### config.mk
export PLATFORM = sky130hd
export DESIGN_NAME = serial_tx_scheduler
export DESIGN_NICKNAME = d
export VERILOG_FILES = /design/src/rtl/serial_sched_pkg.sv /design/src/rtl/serial_tx_scheduler_rr_arbiter.sv /design/src/rtl/serial_tx_scheduler.sv
export SDC_FILE = /design/constraint.sdc
export NUM_CORES = 1
export LEC_CHECK = 0
export BUFFER_PORTS_ARGS = -buffer_cell sky130_fd_sc_hd__buf_2
export CAP_MARGIN = 30
export CORE_ASPECT_RATIO = 1.75
export CORE_UTILIZATION = 35
export CTS_CLUSTER_SIZE = 25
export DETAILED_ROUTE_END_ITERATION = 10
export GPL_TIMING_DRIVEN = 0
export MAX_ROUTING_LAYER = met4
export PLACE_DENSITY = 0.61
export SYNTH_ARGS = -nofsm -noshare
export SYNTH_HDL_FRONTEND = slang
export SYNTH_SLANG_ARGS = --single-unit
### constraint.sdc
create_clock -name clk -period 1.55 [get_ports clk]
set_input_delay 0.2325 -clock clk [delete_from_list [all_inputs] [get_ports clk]]
set_output_delay 0.2325 -clock clk [all_outputs]
set_load 0.005 [all_outputs]
### src/rtl/serial_sched_pkg.sv
// Shared types and constants for the serial TX scheduler.
// Latency: n/a (declarations only).
// Backpressure: n/a.
package serial_sched_pkg;

    // Frame sequencer states; ST_PARITY is only reachable when parity is built in.
    typedef enum logic [2:0] {
        ST_IDLE   = 3'd0,
        ST_START  = 3'd1,
        ST_ID     = 3'd2,
        ST_DATA   = 3'd3,
        ST_PARITY = 3'd4,
        ST_STOP   = 3'd5
    } state_t;

    // Serial line levels.
    localparam logic LINE_IDLE = 1'b1;
    localparam logic START_BIT = 1'b0;
    localparam logic STOP_BIT  = 1'b1;

    // Number of bit periods in one frame: start + id + data + optional parity + stop.
    function automatic int frame_bits(input int id_w, input int data_w, input bit parity);
        return 2 + id_w + data_w + (parity ? 1 : 0);
    endfunction

endpackage

### src/rtl/serial_tx_scheduler_rr_arbiter.sv
// Round-robin requester picker: first set req bit after last_grant, wrapping.
// Latency: purely combinational.
// Backpressure: grant is only produced while enable is high; no state held here.
module rr_arbiter #(
    parameter  int N  = 4,
    localparam int IW = $clog2(N)
) (
    input  logic [N-1:0]  req,
    input  logic [IW-1:0] last_grant,
    input  logic          enable,
    output logic [N-1:0]  grant,
    output logic [IW-1:0] grant_idx,
    output logic          any_req
);

    logic [IW-1:0] w_pick_lo;
    logic [IW-1:0] w_pick_hi;
    logic          w_found_hi;

    // Lowest set bit overall, and lowest set bit strictly above the last grant;
    // the latter wins so the search order starts at last_grant+1.
    always_comb begin
        w_pick_lo  = '0;
        w_pick_hi  = '0;
        w_found_hi = 1'b0;
        for (int i = N - 1; i >= 0; i--) begin
            if (req[i]) begin
                w_pick_lo = IW'(i);
            end
            if (req[i] && (i > int'(last_grant))) begin
                w_pick_hi  = IW'(i);
                w_found_hi = 1'b1;
            end
        end
    end

    assign any_req   = |req;
    assign grant_idx = w_found_hi ? w_pick_hi : w_pick_lo;
    assign grant     = (enable && any_req) ? ({{(N-1){1'b0}}, 1'b1} << grant_idx) : '0;

endmodule

### src/rtl/serial_tx_scheduler.sv
// Arbitrates N_REQ channels onto one serial line: start, ID, data, [parity], stop, LSB first.
// Latency: word accepted in cycle t drives the start bit from t+1; BAUD_DIV clocks per bit.
// Backpressure: req_ready pulses only in IDLE; words wait in the channel FIFOs meanwhile.
// Optional parity bit built in when SERIAL_TX_PARITY_EN is defined.
module serial_tx_scheduler
    import serial_sched_pkg::*;
#(
    parameter int N_REQ    = 4,
    parameter int DATA_W   = 8,
    parameter int BAUD_DIV = 4
) (
    input  logic                      clk,
    input  logic                      rst,
    input  logic [N_REQ-1:0]          req_valid,
    input  logic [N_REQ*DATA_W-1:0]   req_data,
    output logic [N_REQ-1:0]          req_ready,
    output logic                      serial_tx,
    output logic                      busy,
    output logic [$clog2(N_REQ)-1:0]  grant_id
);

    localparam int ID_W   = $clog2(N_REQ);
    localparam int PAY_W  = ID_W + DATA_W;      // ID and data leave as one LSB-first stream
    localparam int CNT_W  = $clog2(PAY_W);
    localparam int BAUD_W = $clog2(BAUD_DIV);

    state_t              r_state;
    state_t              w_state_nxt;
    logic [BAUD_W-1:0]   r_baud_cnt;
    logic [BAUD_W-1:0]   w_baud_nxt;
    logic [CNT_W-1:0]    r_bit_cnt;
    logic [CNT_W-1:0]    w_bit_nxt;
    logic [PAY_W-1:0]    r_shift;
    logic [PAY_W-1:0]    w_shift_nxt;
    logic                r_tx;
    logic                w_tx_nxt;
    logic                w_load;
    logic                w_baud_end;
    logic [ID_W-1:0]     r_grant_id;
    logic [ID_W-1:0]     r_last_grant;
    logic [N_REQ-1:0]    w_arb_grant;
    logic [ID_W-1:0]     w_arb_idx;
    logic                w_any_req;
    logic [DATA_W-1:0]   w_sel_data;
`ifdef SERIAL_TX_PARITY_EN
    logic                r_parity;
`endif

    rr_arbiter #(
        .N (N_REQ)
    ) u_arb (
        .req        (req_valid),
        .last_grant (r_last_grant),
        .enable     (r_state == ST_IDLE),
        .grant      (w_arb_grant),
        .grant_idx  (w_arb_idx),
        .any_req    (w_any_req)
    );

    assign w_sel_data = req_data[w_arb_idx*DATA_W +: DATA_W];
    assign w_baud_end = (r_baud_cnt == BAUD_W'(BAUD_DIV - 1));

    // Next-state, counters and next line level; the line is registered so every
    // bit starts on the clock edge that enters its bit period.
    always_comb begin
        w_state_nxt = r_state;
        w_baud_nxt  = r_baud_cnt;
        w_bit_nxt   = r_bit_cnt;
        w_shift_nxt = r_shift;
        w_tx_nxt    = r_tx;
        w_load      = 1'b0;

        if (r_state != ST_IDLE) begin
            w_baud_nxt = w_baud_end ? '0 : r_baud_cnt + 1'b1;
        end

        case (r_state)
            ST_IDLE: begin
                w_tx_nxt   = LINE_IDLE;
                w_baud_nxt = '0;
                w_bit_nxt  = '0;
                if (w_any_req) begin
                    w_load      = 1'b1;
                    w_shift_nxt = {w_sel_data, w_arb_idx};
                    w_state_nxt = ST_START;
                    w_tx_nxt    = START_BIT;
                end
            end
            ST_START: begin
                if (w_baud_end) begin
                    w_state_nxt = ST_ID;
                    w_tx_nxt    = r_shift[0];
                end
            end
            ST_ID: begin
                if (w_baud_end) begin
                    w_shift_nxt = r_shift >> 1;
                    w_tx_nxt    = r_shift[1];
                    w_bit_nxt   = r_bit_cnt + 1'b1;
                    if (r_bit_cnt == CNT_W'(ID_W - 1)) begin
                        w_state_nxt = ST_DATA;
                    end
                end
            end
            ST_DATA: begin
                if (w_baud_end) begin
                    if (r_bit_cnt == CNT_W'(PAY_W - 1)) begin
                        w_bit_nxt = '0;
`ifdef SERIAL_TX_PARITY_EN
                        w_state_nxt = ST_PARITY;
                        w_tx_nxt    = r_parity;
`else
                        w_state_nxt = ST_STOP;
                        w_tx_nxt    = STOP_BIT;
`endif
                    end else begin
                        w_shift_nxt = r_shift >> 1;
                        w_tx_nxt    = r_shift[1];
                        w_bit_nxt   = r_bit_cnt + 1'b1;
                    end
                end
            end
`ifdef SERIAL_TX_PARITY_EN
            ST_PARITY: begin
                if (w_baud_end) begin
                    w_state_nxt = ST_STOP;
                    w_tx_nxt    = STOP_BIT;
                end
            end
`endif
            ST_STOP: begin
                if (w_baud_end) begin
                    w_state_nxt = ST_IDLE;
                    w_tx_nxt    = LINE_IDLE;
                end
            end
            default: begin
                w_state_nxt = ST_IDLE;
                w_tx_nxt    = LINE_IDLE;
                w_baud_nxt  = '0;
                w_bit_nxt   = '0;
            end
        endcase
    end

    // Sequencer state, counters, shift register and registered line.
    always_ff @(posedge clk or posedge rst) begin
        if (rst) begin
            r_state    <= ST_IDLE;
            r_baud_cnt <= '0;
            r_bit_cnt  <= '0;
            r_shift    <= '0;
            r_tx       <= LINE_IDLE;
        end else begin
            r_state    <= w_state_nxt;
            r_baud_cnt <= w_baud_nxt;
            r_bit_cnt  <= w_bit_nxt;
            r_shift    <= w_shift_nxt;
            r_tx       <= w_tx_nxt;
        end
    end

    // Grant bookkeeping; the pointer resets to N_REQ-1 so requester 0 leads after reset.
    always_ff @(posedge clk or posedge rst) begin
        if (rst) begin
            r_grant_id   <= '0;
            r_last_grant <= ID_W'(N_REQ - 1);
        end else if (w_load) begin
            r_grant_id   <= w_arb_idx;
            r_last_grant <= w_arb_idx;
        end
    end

`ifdef SERIAL_TX_PARITY_EN
    // Even parity over ID and data, captured with the word.
    always_ff @(posedge clk or posedge rst) begin
        if (rst) begin
            r_parity <= 1'b0;
        end else if (w_load) begin
            r_parity <= ^{w_sel_data, w_arb_idx};
        end
    end
`endif

    assign req_ready = w_arb_grant;
    assign serial_tx = r_tx;
    assign busy      = (r_state != ST_IDLE);
    assign grant_id  = r_grant_id;

endmodule

; ---- After elaboration in Yosys (flattened, before gate mapping)
; Cells that the tools add are included.
[classes]
n_reduce_logical = 14
muxes = 41
n_addsub = 2
n_eq_ne = 16
magnitude_cmp = 3
bitwise_logic = 1
n_shift = 2
[op_table]
columns = cell, n
row1 = two-way mux 10 bit, 4
row2 = indexed part select 32 x 6 -> 8 bit, 1
row3 = case mux 10 bit (3 select lines), 1
row4 = two-way mux 2 bit, 11
row5 = two-way mux 3 bit, 7
row6 = two-way mux 4 bit, 4
row7 = "inequality test 2 bit, second input constant", 8
row8 = case mux 3 bit (5 select lines), 1
row9 = case mux 4 bit (3 select lines), 1
row10 = two-way mux 1 bit, 11
row11 = OR reduction 4 bit, 2
row12 = AND reduction 7 bit, 1
row13 = "== test 3 x 2 -> 1 bit, second input constant", 2
row14 = nonzero test 3 bit, 2
row15 = case mux 1 bit (5 select lines), 1
row16 = AND reduction 5 bit, 1
row17 = "adder 4 x 1 -> 4 bit, second input constant", 1
row18 = "== test 4 x 1 -> 1 bit, second input constant", 1
row19 = "== test 4 bit, second input constant", 1
row20 = "> comparator 2 bit, first input constant", 2
row21 = logical AND 1 bit, 4
row22 = AND reduction 4 bit, 1
row23 = "<< shifter 1 x 2 -> 4 bit, first input constant", 1
row24 = "== test 3 x 1 -> 1 bit, second input constant", 1
row25 = 9 further kinds, 9
[totals]
input_bits = 38
regBits = 24
output_inout_bits = 8
wordCells = 86

; ---- Depth between registers and ports, before layout
[depth]
depth_word = 9
mapped_depth = 8
ltp_nobuf = 7

; ---- Cells and area by module
; Synthesis repeated with hierarchy kept, for this count alone.
[hier_totals]
cells_unflattened = 167
area_unflattened_um2 = 1629.1
[by_module_without_submodules]
columns = mod, area_each_um2, instances, seq_area_each_um2, cells_per_inst
row1 = serial_tx_scheduler, 1466.4, 1, 604.3, 144
row2 = rr_arbiter, 162.7, 1, 0.0, 23

; ---- Worst setup path after synthesis
; Ideal clock, no wire load.
[synth_path]
path_type = flip-flop to output port
startpoint = register r_state[0]
endpoint = output req_ready[3]
slack_ps = -131
t_arrival_ps = 1448
stages_incl_launch_ff = 7
t_required_ps = 1317
path_buffers = 2
path_cell_list = dfrtp_1 > buf_6 > or3_4 > nor2_2 > buf_4 > and3_4 > and2_1
[synth_between]
elab_chain_cells = 3
[synth_lines]
columns = item, line_no
row1 = start: declaration, serial_tx_scheduler.sv:27  ; state_t r_state;
row2 = start signal: assignment, serial_tx_scheduler.sv:155  ; r_state <= w_state_nxt;
row3 = zero test 3 bit, serial_tx_scheduler.sv:54  ; .enable (r_state == ST_IDLE),
row4 = logical AND 1 bit, serial_tx_scheduler_rr_arbiter.sv:39  ; assign grant = (enable && any_req) ? ({{(N-1){1'b0}}, 1'b1} << grant_idx) : '0;
row5 = two-way mux 4 bit, serial_tx_scheduler_rr_arbiter.sv:39
row6 = end: declaration, serial_tx_scheduler.sv:16  ; output logic [N_REQ-1:0] req_ready,
; No other way between the ends.

; ---- Worst setup path after layout
[layout_path]
startpoint = register r_last_grant[1]
endpoint = output req_ready[1]
[layout_between]
elab_chain_cells = 8
elab_cells_between_ends = 15
cone_classes = 3 x order compare / 1 x shift / 8 x mux / 3 x reduce/logical
[layout_lines]
columns = item, line_no
row1 = start: declaration, serial_tx_scheduler.sv:40  ; logic [ID_W-1:0] r_last_grant;
row2 = start signal: assignment, serial_tx_scheduler.sv:167  ; r_last_grant <= ID_W'(N_REQ - 1);
row3 = start signal: assignment, serial_tx_scheduler.sv:170  ; r_last_grant <= w_arb_idx;
row4 = > comparator 2 bit, serial_tx_scheduler_rr_arbiter.sv:30  ; if (req[i] && (i > int'(last_grant))) begin
row5 = logical AND 1 bit, serial_tx_scheduler_rr_arbiter.sv:30
row6 = two-way mux 2 bit / two-way mux 1 bit (equally long branches) (3 in series), serial_tx_scheduler_rr_arbiter.sv:30
row7 = two-way mux 2 bit (*), serial_tx_scheduler_rr_arbiter.sv:38  ; assign grant_idx = w_found_hi ? w_pick_hi : w_pick_lo;
row8 = << shifter 1 x 2 -> 4 bit (*), serial_tx_scheduler_rr_arbiter.sv:39
row9 = two-way mux 4 bit (*), serial_tx_scheduler_rr_arbiter.sv:39
; Every way passes the cells marked *; elsewhere a longest branch is shown, timed or not.

==> run metrics <==
die area=0.00538 mm2; share of the synthesized area in the top cell type=0.296; asr flop ratio synth=1.00; Worst EP required=1.32 ns; GR Util All Layers=0.189; crit share post-route=1.26; residual DRC count=0; largest cells by area after synthesis=dfrtp_1 (30%), mux2i_1 (9.6%), a21boi_0 (5.9%), nand2b_1 (4.6%), dfstp_2 (4.4%); Post-synth EDFFs=0; syn_nets=226; final setup fails=17; Max Cap Viol=0; number of hold violations in the final report=0; via/cell ratio=5.58; CTS H-tree depth=1; Synth-to-Final Area Change=40.7%; CTS tree=yes; DRT Pass-1 Iters=4; I/O Buffers=44; FILL cells=474; final slew viol count=0; largest net degree at the start of global routing=25; Slew headroom=0.356; Crit Path Category=flop to output pin; final setup TNS=-3.96 ns; Slew @ Worst Pin=0.965 ns; Pwr Density=1690 mW/mm2; IO Pins=46; crit-path max FO=7; r2r worst-path depth=8; average routed wire per standard cell=15.5 um; core area=0.00493 mm2; Cell Area, Synth=0.00178 mm2; CP Launch Type=flop; Worst Path Arrival=1.72 ns; Worst-Skew Late Latency=0.27 ns; Layout Nets=300; Final GP Congestion=0.817; clk buf depth=2; Worst Setup End Kind=output pin; ANT nets after route=0; chip height=96.3 um; FP Rows=34; multi-input logic area=0.00117 mm2; peak supply drop=0.999 mV; Core Util, Final=0.507; Root Driver=clkbuf_8; setup slack after layout=-0.402 ns; Post-DP HPWL=3.30 mm; P_leak=0.00119 uW; worst hold slack=0.169 ns; ys flop type=dfrtp_1; Synth area leader=dfrtp_1; Mean Syn Cell Area=9.61 um2; vias=1741; starting density of the core=0.360; CTS sink count=24; antenna cells=0; Worst R2R Start=r_last_grant[1]$_DFFE_PP1P_; layout cell share with drive strength beyond 1=0.488; gr ovfl total=0; Seq/Total Area, Yosys=0.340; Die X=55.9 um; Worst-path clk slew=0.09 ns; synthesis-stage register bit count=24; Unique masters post-synth=45; worst r2r dst=r_shift[7]$_DFFE_PP0P_; worst min-delay path category=input port to async pin; Synth Instances=185; vias in the first global route=1638; global-route wire length before repair=7.80 mm; Max Fclk=0.512 GHz; Post-synth top cells=dfrtp_1 (21), mux2i_1 (17), a21boi_0 (14), nand2b_1 (13); minimum clock period=1.95 ns; Reg area=607 um2; Detailed Route Iter0 Violations=33; initial antenna violation count=0; failing checks=setup timing; status=finished with violations; FF-to-FF setup slack=-0.31 ns; RSZ-0062 raised after global routing=yes; cts bufs inserted=3; Yosys Warn Count=0; final wirelength=4.83 mm; Setup Skew=0.00255 ns; top-count cell post-synth=dfrtp_1
## metal layers
metal	wire, um	global-route usage	vias to the layer above
li1	-	-	833
met1	1830	0.199	861
met2	2800	0.369	39
met3	107	0.0148	8
met4	99	0.0650	0
met5	0	-	-
## layout make-up
| cell class | count | share of cell area |
|---|---|---|
| buffer | 11 | 0.0355 |
| tap | 54 | 0.0270 |
| inverter | 4 | 0.00600 |
| timing repair buffer | 72 | 0.197 |
| sequential | 24 | 0.243 |
| clock buffer | 4 | 0.0220 |
| multi-input combinational | 143 | 0.470 |
## placed cells by master, fill, tap and decap left out, types with 6 or more instances in the layout
cell type,n
buf_4,22
nand2b_1,10
a31oi_1,8
buf_2,46
o221ai_1,6
nor2_1,9
nand2_1,9
a21boi_0,14
buf_6,9
mux2i_1,15
dfrtp_1,19
## critical path, cell delays in order, from the launching register on
cell and delay, ns:
dfstp_2 0.53, buf_6 0.12, nand2_4 0.06, a31oi_4 0.25, and2_4 0.20, nand2b_4 0.14, nor2_2 0.04, buf_2 0.11
## report_power, final
part           switching [uW]  internal (uW)  leakage, uW
Sequential                174            930     0.000293
Combinational            1300           1370     0.000870
Clock                     211            227    0.0000288
Total                    1690           2530      0.00119
## cell families (layout without fill, tap and decap cells)
family / Yosys count / in the layout / synth area share
DFF: 24 / 24 / 0.340
adders and majority gates: 3 / 3 / 0.0211
AOI/OAI and AO/OA: 65 / 65 / 0.285
muxes: 17 / 17 / 0.0957
and+or+nand+nor: 58 / 58 / 0.193
buffers and inverters: 18 / 91 / 0.0654
## repair_timing
action	4_1_cts	5_1_grt
pin swaps	20	10
gates cloned	2	0
resized for setup	26	16
endpoints found under the hold margin	0	0
endpoints found under the setup margin	19	26
hold buffers	0	0
buffers inserted	22	5
## sequential cells by signal, indices dropped and copies added, names as in the netlist
register / flops
r_shift: 10
r_bit_cnt: 4
r_state: 3
grant_id: 2
r_baud_cnt: 2
r_last_grant: 2
serial_tx: 1
## metrics by stage
step	power (uW)	instances	setup slack (ns)	cell area, um2
3_3_place_gp	3100	283	-0.287	2080
4_1_cts	4110	309	-0.411	2440
6_report	4220	312	-0.402	2500
2_1_floorplan	2640	185	-0.110	1800
3_5_place_dp	3130	283	-0.322	2080
5_1_grt	4520	312	-0.466	2500
## worst max-delay path by stage
stage                                      startpoint           end  slack, ns  cells past startpoint
after floorplan                r_state[0]$_DFFE_PP0P_  req_ready[3]      -0.11                      6
after global placement    r_last_grant[1]$_DFFE_PP1P_  req_ready[0]      -0.29                      8
after detailed placement  r_last_grant[1]$_DFFE_PP1P_  req_ready[0]      -0.32                      8
after CTS                      r_state[0]$_DFFE_PP0P_  req_ready[3]      -0.41                      7
after global routing      r_last_grant[1]$_DFFE_PP1P_  req_ready[1]      -0.47                      7
final                     r_last_grant[1]$_DFFE_PP1P_  req_ready[1]      -0.40                      7
No activity file was read; power rests on OpenSTA's default activity.
